File: config.mk
export PLATFORM = sky130hd
export DESIGN_NAME = seq_det_moore
export DESIGN_NICKNAME = d
export VERILOG_FILES = /design/src/rtl/seq_det_pkg.sv /design/src/rtl/sat_counter.sv /design/src/rtl/seq_det_moore.sv
export SDC_FILE = /design/constraint.sdc
export NUM_CORES = 1
export LEC_CHECK = 0
export CAP_MARGIN = 40
export CORE_AREA = 4 4 59 61
export CTS_BUF_LIST = sky130_fd_sc_hd__clkbuf_8
export DETAILED_ROUTE_END_ITERATION = 8
export DIE_AREA = 0 0 63 65
export SETUP_SLACK_MARGIN = 0.02
export SLEW_MARGIN = 5
export SYNTH_ARGS = -nofsm -noshare
export SYNTH_HDL_FRONTEND = slang
export SYNTH_SLANG_ARGS = --single-unit
File: constraint.sdc
create_clock -name clk -period 4.6 [get_ports clk]
set_clock_uncertainty 0.1 [all_clocks]
set_input_delay 1.38 -clock clk [delete_from_list [all_inputs] [get_ports clk]]
set_output_delay 1.38 -clock clk [all_outputs]
set_load 0.005 [all_outputs]
File: src/rtl/seq_det_pkg.sv
// Shared constants and encodings for the serial pattern detector.
package seq_det_pkg;

    // Pattern loaded at reset for the default 4-bit configuration.
    localparam logic [3:0] DEF_PAT_C = 4'b1011;

    // Legal pattern length range.
    localparam int unsigned PAT_W_MIN = 2;
    localparam int unsigned PAT_W_MAX = 16;

    // Encodings for the overlap pin.
    typedef enum logic {
        NON_OVERLAP = 1'b0,
        OVERLAP     = 1'b1
    } overlap_e;

    // Detector FSM: FILL while fewer than PAT_W bits are in the window.
    typedef enum logic {
        FILL  = 1'b0,
        ARMED = 1'b1
    } fsm_state_e;

endpackage

File: src/rtl/sat_counter.sv
// Saturating up-counter with synchronous clear; a same-cycle increment wins over clear.
module sat_counter #(
    parameter int unsigned W = 8
) (
    input  logic         clk,
    input  logic         rst,
    input  logic         clr,
    input  logic         inc,
    output logic [W-1:0] cnt,
    output logic         sat
);

    // Count register: reset, clear (to 1 on simultaneous increment), or saturating increment.
    always_ff @(posedge clk) begin
        if (rst) begin
            cnt <= '0;
        end else if (clr) begin
            cnt <= inc ? W'(1) : '0;
        end else if (inc && !sat) begin
            cnt <= cnt + W'(1);
        end
    end

    // Saturation flag decoded from the count.
    always_comb begin
        sat = &cnt;
    end

endmodule

File: src/rtl/seq_det_moore.sv
// Moore serial pattern detector with runtime-loadable pattern and saturating match count.
module seq_det_moore
    import seq_det_pkg::*;
#(
    parameter int unsigned      PAT_W   = 4,
    parameter logic [PAT_W-1:0] DEF_PAT = PAT_W'(DEF_PAT_C),
    parameter int unsigned      CNT_W   = 8
) (
    input  logic             clk,
    input  logic             rst,
    input  logic             in,
    input  logic             in_vld,
    input  logic             overlap,
    input  logic             pat_ld,
    input  logic [PAT_W-1:0] pat_in,
    input  logic             cnt_clr,
    output logic             y,
    output logic [CNT_W-1:0] match_cnt,
    output logic             cnt_sat
);

    localparam int unsigned     FILL_W    = $clog2(PAT_W + 1);
    localparam logic [FILL_W-1:0] FILL_FULL = FILL_W'(PAT_W);

    fsm_state_e         state_q, state_d;
    logic [FILL_W-1:0]  fill_q, fill_d;
    logic [PAT_W-1:0]   pat_q, pat_d;
    // Only the newest PAT_W-1 history bits are stored: the oldest is shifted out
    // before it could ever take part in a comparison.
    logic [PAT_W-2:0]   hist_q, hist_d;
    logic               y_q, y_d;

    logic [PAT_W-1:0]   hist_n;
    logic [FILL_W-1:0]  fill_inc;
    logic               match;
    logic               cnt_inc;

    // State register: pattern, history window, fill level, FSM state and match flag.
    always_ff @(posedge clk) begin
        if (rst) begin
            state_q <= FILL;
            fill_q  <= '0;
            pat_q   <= DEF_PAT;
            hist_q  <= '0;
            y_q     <= 1'b0;
        end else begin
            state_q <= state_d;
            fill_q  <= fill_d;
            pat_q   <= pat_d;
            hist_q  <= hist_d;
            y_q     <= y_d;
        end
    end

    // Next-state logic: pattern load beats bit acceptance; idle cycles hold everything.
    always_comb begin
        hist_n   = {hist_q, in};
        fill_inc = (state_q == ARMED) ? fill_q : fill_q + FILL_W'(1);
        match    = (fill_inc == FILL_FULL) && (hist_n == pat_q);

        fill_d  = fill_q;
        pat_d   = pat_q;
        hist_d  = hist_q;
        y_d     = y_q;
        cnt_inc = 1'b0;

        if (pat_ld) begin
            pat_d  = pat_in;
            hist_d = '0;
            fill_d = '0;
            y_d    = 1'b0;
        end else if (in_vld) begin
            hist_d  = hist_n[PAT_W-2:0];
            y_d     = match;
            cnt_inc = match;
            fill_d  = (match && (overlap_e'(overlap) == NON_OVERLAP)) ? '0 : fill_inc;
        end

        state_d = (fill_d == FILL_FULL) ? ARMED : FILL;
    end

    // Output logic: the match flag is purely a function of registered state.
    always_comb begin
        y = y_q;
    end

    sat_counter #(
        .W (CNT_W)
    ) u_match_cnt (
        .clk (clk),
        .rst (rst),
        .clr (cnt_clr),
        .inc (cnt_inc),
        .cnt (match_cnt),
        .sat (cnt_sat)
    );

endmodule

==> impl_metrics.env, run 1 <==
export IMPL_grt_max_degree=14
export IMPL_yosysTopAreaCell="dfxtp_1"
export IMPL_grt_pass1_wl_um=3581
export IMPL_std_cell_rows=20
export IMPL_worstPathArrival_ns=2.17
export IMPL_syn_instance_count=115
export IMPL_cts_sinks=20
export IMPL_cp_slowest_cell="clkdlybuf4s50_1"
export IMPL_clk_latency_ns=0.26
export IMPL_core_area_sq_um=2978
export IMPL_drv_cap=0
export IMPL_crit_chain="ha_1, nand3_1, nor2_1, clkdlybuf4s50_1"
export IMPL_tns_ns=0
export IMPL_hpwl_um=1616
export IMPL_nets=147
export IMPL_vias=868
export IMPL_grt_pass1_vias=837
export IMPL_worstPathRequired_ns=3.12
export IMPL_initial_core_util_pct=34.03
export IMPL_port_buffers=20
export IMPL_vdd_drop_max_v=0.0002235
export IMPL_period_minus_slack_ns=3.653
export IMPL_setup_slack_ns=0.9474
export IMPL_fp_dieArea_sq_um=4095
export IMPL_drc=0
export IMPL_hold_buffers=0
export IMPL_grt_setup_unrepaired="false"
export IMPL_drtPass1Iterations=4
export IMPL_die_y_um=65
export IMPL_ys_ff_latch=20
export IMPL_synth_cell_type_count=32
export IMPL_fmax_mhz=273.8
export IMPL_cts_buffer_depth=2
export IMPL_worstPathMaxFanout=12
export IMPL_antenna_cells=0
export IMPL_drive_above_1_share_pct=6.015
export IMPL_path_class="flop to output port"
export IMPL_syn_num_nets=128
export IMPL_ios=21
export IMPL_slew_headroom_pct=56.76
export IMPL_drt_wl_total_um=2112
export IMPL_via_per_inst=5.229
export IMPL_setup_viol=0
export IMPL_synth_main_ff_cell="dfxtp_1"
export IMPL_cts_buffers=3
export IMPL_netlist_top_cells_area="dfxtp_1 (40%), mux2i_1 (6.9%), a21oi_1 (4.0%)"
export IMPL_slew_viol_final=0
export IMPL_antenna_found_initial=0
export IMPL_cpPeakStageDelay_ns=0.63
export IMPL_yosysTopAreaCellShare_pct=39.51
export IMPL_yosys_warnings=0
export IMPL_ant_nets=0
export IMPL_postSynth_asyncResetShare_pct=0
export IMPL_synth_edf_count=0
export IMPL_worst_pin_slew_ns=0.6462
export IMPL_start_kind="flop"
export IMPL_crit_path_end_kind="output port"
export IMPL_die_w_um=63
export IMPL_htreeDepth=1
export IMPL_gp_congestion=0.7832
export IMPL_cts_root_buf="clkbuf_8"
export IMPL_syn_to_final_growth_pct=26.30
export IMPL_cts_tree="done"
export IMPL_post_route_period_util_pct=79.40
export IMPL_yosysSeqAreaShare_pct=39.51
export IMPL_post_place_ws_ns=1.119
export IMPL_finalHoldViolations=0
export IMPL_cts_resized=0
export IMPL_power_density_nw_per_um2=267.5
export IMPL_total_leakage_power_uw=0.0004250
export IMPL_track_usage_pct=11.14
export IMPL_avgSynthCellArea_sq_um=8.813
export IMPL_cts_setup_buffers=0
export IMPL_outcome="finished, final reports clean"
export IMPL_netlist_area_sq_um=1013
export IMPL_grt_overflow=0
export IMPL_path_clk_slew_ns=0.07
export IMPL_hold_class="flop to flop"
export IMPL_drt_iter0_drc=33
export IMPL_wire_per_inst_um=12.72
==> synth_stat cells (4+ instances only) <==
cell,instances
a21oi_1,8
clkbuf_1,5
dfxtp_1,20
inv_1,4
mux2i_1,7
nand2_1,5
nand3_1,5
nor2_1,10
nor2b_1,4
nor3_1,4
or4_1,4
xnor2_1,4
==> kinds of logic (layout without fill, tap and decap cells) <==
group	Yosys count	count (layout)	synth area share (%)
AND/OR/NAND/NOR	44	44	24.07
AO/OA/AOI/OAI	26	26	17.41
flip-flops	20	20	39.51
buffers and inverters	10	28	4.444
multiplexers	7	7	6.914
XOR/XNOR	6	6	5.185
adder cells (fa/ha/maj)	2	2	2.469
==> final timing paths <==
path                                                      start                         endpoint  slack, ns  cells after the start
worst min-delay path                             y$_SDFFE_PP0P_                   y$_SDFFE_PP0P_       0.41                      2
worst min register to register                   y$_SDFFE_PP0P_                   y$_SDFFE_PP0P_       0.41                      2
worst max-delay path            u_match_cnt.cnt[0]$_SDFFE_PP0P_                          cnt_sat       0.95                      4
worst max register to register             fill_q[0]$_SDFF_PP0_  u_match_cnt.cnt[3]$_SDFFE_PP0P_       2.27                      6
==> state kept, by name, indices dropped and copies added, names as in the netlist <==
register	flops
pat_q	4
fill_q	3
state_q	1
hist_q	3
y	1
u_match_cnt.cnt	8
==> layout by cell type, fill, tap and decap left out, types with 2 or more instances in the layout <==
cell type	synthesis	layout
or2_2	2	2
a21oi_1	8	8
dfxtp_1	20	20
mux2i_1	7	7
a211o_1	3	3
inv_1	4	4
a31oi_1	2	2
clkbuf_8	0	4
xor2_1	2	2
o21ai_0	3	3
xnor2_1	4	4
nand4_1	2	2
nor2_1	10	10
nor3_1	4	4
nand2_1	5	5
a21o_1	2	2
nand3_1	5	5
o31ai_1	3	3
a211oi_1	2	2
clkdlybuf4s50_1	0	20
or4_1	4	4
ha_1	2	2
nor2b_1	4	4
nor4_1	3	3
==> per-layer routing <==
layer  GRT usage [%]  wire length (um)
met1           12.55               981
met2           18.58               961
met3           4.333               128
met4           4.959                40
met5               0                 0
==> critical path: cells and delay by family (launching register included) <==
family / cells / cell delay, ns
buffers and inverters: 1 / 0.63
adders and majority gates: 1 / 0.27
and+or+nand+nor: 2 / 0.60
DFF: 1 / 0.42
==> layout make-up <==
type,instances,area [sq um]
clock buffer,4,55.05
fill,313,1698
inverter,4,15.01
multi-input combinational,85,568.0
sequential,20,400.4
tap,33,41.29
timing repair buffer,20,200.2
==> report_power, final <==
| part | leakage [uW] | internal [uW] | switching, uW |
|---|---|---|---|
| Sequential | 0.000162 | 176 | 2.79 |
| Clock | 0.0000288 | 76.3 | 59.0 |
| Combinational | 0.000234 | 16.0 | 11.9 |
| Total | 0.000425 | 269 | 73.7 |
==> per-stage QoR <==
stage / hold WS, ns / util [%] / total power (uW) / area, sq um / instances
floorplan: 0.3820 / - / 199.3 / 1013 / 115
global placement: 0.3877 / 41.13 / 211.1 / 1225 / 162
detailed placement: 0.3931 / 41.13 / 211.4 / 1225 / 162
CTS: 0.4155 / 42.98 / 348.0 / 1280 / 166
global route: 0.4381 / 42.98 / 358.1 / 1280 / 166
finish: 0.4063 / 42.98 / 342.4 / 1280 / 166
No activity file was read; power rests on OpenSTA's default activity.
==> run 2, diff against run 1 <==
clock period = 3.04 ns   (was 4.6 ns; I/O delays follow)
==> run 2 against run 1 <==
Net effect: routed wire length shrank 6.9%; sequential share of layout area decreased by 0.54 points; sequential cell count is the same; largest power group unchanged.
==> impl_metrics.env, run 2 (same netlist as run 1, synthesis figures left out) <==
export IMPL_die_y_um=65
export IMPL_hold_class="flop to flop"
export IMPL_slew_viol_final=0
export IMPL_path_clk_slew_ns=0.07
export IMPL_clk_latency_ns=0.26
export IMPL_cts_buffers=3
export IMPL_hold_buffers=0
export IMPL_highest_layer="met3"
export IMPL_cts_sinks=20
export IMPL_endpoint="cnt_sat"
export IMPL_fp_dieArea_sq_um=4095
export IMPL_swShare_pct=20.89
export IMPL_largest_reg_flops=8
export IMPL_fill_cells=297
export IMPL_p_seq_share_pct=52.6
export IMPL_critPathLaunch="u_match_cnt.cnt[0]$_SDFFE_PP0P_"
export IMPL_std_cell_rows=20
export IMPL_die_w_um=63
export IMPL_internal_power_uw=408.1
export IMPL_cts_setup_buffers=0
export IMPL_outcome="finished, final reports clean"
export IMPL_dr_wl_met3_um=133
export IMPL_vias=888
export IMPL_via_per_inst=5.254
export IMPL_largest_register="u_match_cnt.cnt"
export IMPL_cts_buffer_depth=2
export IMPL_rrSetupSlack_ns=0.75
export IMPL_cts_resized=0
export IMPL_drt_iter0_drc=49
export IMPL_min_path_cells=2
export IMPL_comb_power_share_pct=8.6
export IMPL_drv_cap=0
export IMPL_finalPower_uw=515.8
export IMPL_syn_to_final_growth_pct=28.52
export IMPL_gp_congestion=0.7902
export IMPL_crit_path_end_kind="output port"
export IMPL_grt_pass1_wl_um=3360
export IMPL_slew_headroom_pct=72.97
export IMPL_cts_root_buf="clkbuf_8"
export IMPL_power_frac_clock_pct=38.8
export IMPL_grt_pass1_vias=802
export IMPL_placed_area_sq_um=1247
export IMPL_r2r_start="fill_q[0]$_SDFF_PP0_"
export IMPL_switchingPower_uw=107.7
export IMPL_port_buffers=20
export IMPL_initial_core_util_pct=34.03
export IMPL_worstPathMaxFanout=6
export IMPL_finalHoldViolations=0
export IMPL_track_usage_pct=9.890
export IMPL_fmax_mhz=368.8
export IMPL_top_regs="u_match_cnt.cnt (8), pat_q (4)"
export IMPL_drc=0
export IMPL_grt_max_degree=14
export IMPL_antenna_found_initial=0
export IMPL_worstRegToRegCells=6
export IMPL_period_minus_slack_ns=2.711
export IMPL_grt_overflow=0
export IMPL_wire_per_inst_um=11.63
export IMPL_post_route_period_util_pct=89.19
export IMPL_r2r_end="u_match_cnt.cnt[5]$_SDFFE_PP0P_"
export IMPL_htreeDepth=1
export IMPL_layout_common_cells="dfxtp_1 (20), clkdlybuf4s50_1 (20), nor2_1 (10)"
export IMPL_power_density_nw_per_um2=396.0
export IMPL_met2_length_um=882
export IMPL_start_kind="flop"
export IMPL_worst_pin_slew_ns=0.4024
export IMPL_worstPathArrival_ns=1.70
export IMPL_core_area_sq_um=2978
export IMPL_total_leakage_power_uw=0.0004401
export IMPL_path_class="flop to output port"
export IMPL_grt_setup_unrepaired="false"
export IMPL_drt_wl_total_um=1966
export IMPL_antenna_cells=0
export IMPL_nets=150
export IMPL_drtPass1Iterations=4
export IMPL_met1_length_um=950
export IMPL_min_from="y$_SDFFE_PP0P_"
export IMPL_worstPathRequired_ns=2.03
export IMPL_tns_ns=0
export IMPL_ant_nets=0
export IMPL_hpwl_um=1518
export IMPL_vdd_drop_max_v=0.0003352
export IMPL_fin_util_pct=43.74
export IMPL_setup_slack_ns=0.3287
export IMPL_ios=21
export IMPL_setup_viol=0
export IMPL_drive_above_1_share_pct=8.088
export IMPL_cts_tree="done"
export IMPL_final_area_sq_um=1303
export IMPL_post_place_ws_ns=0.1172
## run 2: worst min path at each step
| stage | end |
|---|---|
| 2_1_floorplan | pat_q[2]$_SDFFE_PP0P_ |
| 3_3_place_gp | y$_SDFFE_PP0P_ |
| 3_5_place_dp | y$_SDFFE_PP0P_ |
| 4_1_cts | u_match_cnt.cnt[7]$_SDFFE_PP0P_ |
| 5_1_grt | u_match_cnt.cnt[7]$_SDFFE_PP0P_ |
| 6_report | y$_SDFFE_PP0P_ |
## run 2: worst max-delay path, cell delays in order, from the launching register on
cell and delay, ns:
dfxtp_1 0.43, ha_1 0.28, nand3_1 0.10, nor2_1 0.12, clkdlybuf4s50_1 0.52
## run 2: stage by stage
stage	cells	hold slack, ns
5_1_grt	169	0.4513
4_1_cts	169	0.4125
2_1_floorplan	115	0.3820
6_report	169	0.4042
3_3_place_gp	165	0.3821
3_5_place_dp	165	0.3922
## run 2: layout make-up
class,count,area (sq um),share of cell area [%]
clock buffers,4,55.05,4.227
inverters,4,15.01,1.153
multi-input cells,85,568.0,43.61
flip-flops and latches,20,400.4,30.74
well taps,33,41.29,3.170
repair buffers,23,222.7,17.10
## run 2: per-layer routing
layer	track usage [%]	up-vias
met1	11.80	399
met4	1.928	0
li1	-	463
met3	3.813	0
met2	16.86	26
met5	0	-
## run 2: power groups by stage
stage	clock (uW)	combinational [uW]	sequential, uW
2_1_floorplan	0	25.4	276
3_3_place_gp	0	44.2	277
3_5_place_dp	0	44.5	277
4_1_cts	211	44.7	271
5_1_grt	219	48.7	272
6_report	200	44.4	271
==> run 3, diff against run 2 <==
DONT_BUFFER_PORTS = 1   (was default)
==> run 3 against run 2 <==
Net effect: cell count decreased by 14%; routed wire length up 3.3%; critical path type unchanged; sequential power hardly changed; count of clock-buffer cells in the layout down 1; register-to-register slack worse by 0.03 ns; clock power shrank 17%; via count is 9.0% lower; largest cell class unchanged; highest routed layer is now met4; power shrank 10%; sequential share of layout area up 6.6 points; final area down 18%; sequential cell count unchanged.
==> impl_metrics.env, run 3 (same netlist as run 1, synthesis figures left out) <==
export IMPL_internal_power_uw=368.4
export IMPL_std_cell_rows=20
export IMPL_largest_reg_flops=8
export IMPL_min_from="y$_SDFFE_PP0P_"
export IMPL_cts_buffers=3
export IMPL_rrSetupSlack_ns=0.72
export IMPL_grt_overflow=0
export IMPL_comb_power_share_pct=5.3
export IMPL_min_to="y$_SDFFE_PP0P_"
export IMPL_slew_viol_final=0
export IMPL_wire_per_inst_um=13.90
export IMPL_swShare_pct=20.49
export IMPL_post_place_ws_ns=0.5888
export IMPL_r2r_start="fill_q[0]$_SDFF_PP0_"
export IMPL_drt_wl_total_um=2030
export IMPL_cts_setup_buffers=0
export IMPL_via_per_inst=5.534
export IMPL_drtPass1Iterations=4
export IMPL_power_frac_clock_pct=36.1
export IMPL_grt_pass1_wl_um=3408
export IMPL_multi_input_area_sq_um=568.0
export IMPL_fill_cells=291
export IMPL_clk_latency_ns=0.25
export IMPL_path_clk_slew_ns=0.07
export IMPL_hpwl_um=1564
export IMPL_track_usage_pct=10.20
export IMPL_drv_cap=0
export IMPL_period_minus_slack_ns=2.370
export IMPL_cts_root_buf="clkbuf_8"
export IMPL_nets=128
export IMPL_cts_resized=0
export IMPL_layout_common_cells="dfxtp_1 (20), nor2_1 (10), a21oi_1 (8)"
export IMPL_ant_nets=0
export IMPL_cts_tree="done"
export IMPL_worst_pin_slew_ns=0.4486
export IMPL_core_area_sq_um=2978
export IMPL_cts_buffer_depth=2
export IMPL_setup_slack_ns=0.6697
export IMPL_min_path_cells=2
export IMPL_worstRegToRegCells=6
export IMPL_post_route_period_util_pct=77.97
export IMPL_worstPathMaxFanout=12
export IMPL_port_buffers=0
export IMPL_initial_core_util_pct=34.03
export IMPL_gp_congestion=0.7973
export IMPL_cts_sinks=20
export IMPL_syn_to_final_growth_pct=5.926
export IMPL_drt_iter0_drc=45
export IMPL_ios=21
export IMPL_crit_path_end_kind="output port"
export IMPL_hold_buffers=0
export IMPL_worstPathRequired_ns=2.03
export IMPL_slew_headroom_pct=69.86
export IMPL_cpPeakStageDelay_ns=0.44
export IMPL_antenna_cells=0
export IMPL_finalHoldViolations=0
export IMPL_grt_setup_unrepaired="false"
export IMPL_setup_viol=0
export IMPL_grt_max_degree=14
export IMPL_worstPathArrival_ns=1.36
export IMPL_finalPower_uw=463.3
export IMPL_power_density_nw_per_um2=431.6
export IMPL_grt_pass1_vias=757
export IMPL_r2r_end="u_match_cnt.cnt[4]$_SDFFE_PP0P_"
export IMPL_fmax_mhz=421.9
export IMPL_htreeDepth=1
export IMPL_crit_chain="ha_1, nand3_1, nor2_1, buf_4"
export IMPL_fp_dieArea_sq_um=4095
export IMPL_tns_ns=0
export IMPL_total_leakage_power_uw=0.0003503
export IMPL_largest_register="u_match_cnt.cnt"
export IMPL_p_seq_share_pct=58.6
export IMPL_path_class="flop to output port"
export IMPL_antenna_found_initial=0
export IMPL_switchingPower_uw=94.94
export IMPL_outcome="finished, final reports clean"
export IMPL_die_w_um=63
export IMPL_hold_class="flop to flop"
export IMPL_drc=0
export IMPL_final_common_cell="dfxtp_1"
export IMPL_vdd_drop_max_v=0.0002569
export IMPL_start_kind="flop"
export IMPL_top_regs="u_match_cnt.cnt (8), pat_q (4)"
export IMPL_regArea_sq_um=400.4
export IMPL_vias=808
export IMPL_cp_slowest_cell="dfxtp_1"
export IMPL_drive_above_1_share_pct=7.080
export IMPL_die_y_um=65
==> run 3: layout make-up <==
type,instances,share of cell area [%]
clock buffers,3,3.846
flip-flops and latches,20,37.30
repair buffers,1,0.6993
inverters,4,1.399
multi-input cells,85,52.91
well taps,33,3.846
==> run 3: through the flow <==
step	area, sq um	std cells	hold WS [ns]	util (%)
after CTS	1074	146	0.4368	36.05
final	1074	146	0.4320	36.05
after detailed placement	1032	143	0.4118	34.66
after global placement	1032	143	0.4049	34.66
after global routing	1074	146	0.4603	36.05
after floorplan	1013	115	0.3820	-
==> run 3: worst max path at each step <==
stage                                    startpoint  cells after the start  slack, ns                              end
floorplan                                    in_vld                      6       0.42  u_match_cnt.cnt[5]$_SDFFE_PP0P_
global placement                                 in                      5       0.61  u_match_cnt.cnt[5]$_SDFFE_PP0P_
detailed placement                               in                      5       0.59  u_match_cnt.cnt[7]$_SDFFE_PP0P_
CTS                 u_match_cnt.cnt[0]$_SDFFE_PP0P_                      4       0.65                          cnt_sat
global route        u_match_cnt.cnt[0]$_SDFFE_PP0P_                      4       0.58                          cnt_sat
finish              u_match_cnt.cnt[0]$_SDFFE_PP0P_                      4       0.67                          cnt_sat
==> run 3: power groups by stage <==
stage	registers [uW]	logic, uW	clock network [uW]
final	271	24.6	167
after CTS	271	24.7	176
after global placement	277	23.9	0
after detailed placement	277	24.6	0
after floorplan	276	25.4	0
after global routing	272	28.1	185
==> run 3: routing by layer <==
layer | wire length, um | track usage [%]
met5 | 0 | 0
met4 | 5 | 0.8264
met3 | 170 | 5.719
met2 | 893 | 16.07
met1 | 960 | 12.59
==> run 3: worst max-delay path, delay by kind of cell, from the launching register on <==
kind / cells / cell delay [ns]
adders and majority gates: 1 / 0.28
buffers and inverters: 1 / 0.18
DFF: 1 / 0.44
and+or+nand+nor: 2 / 0.20
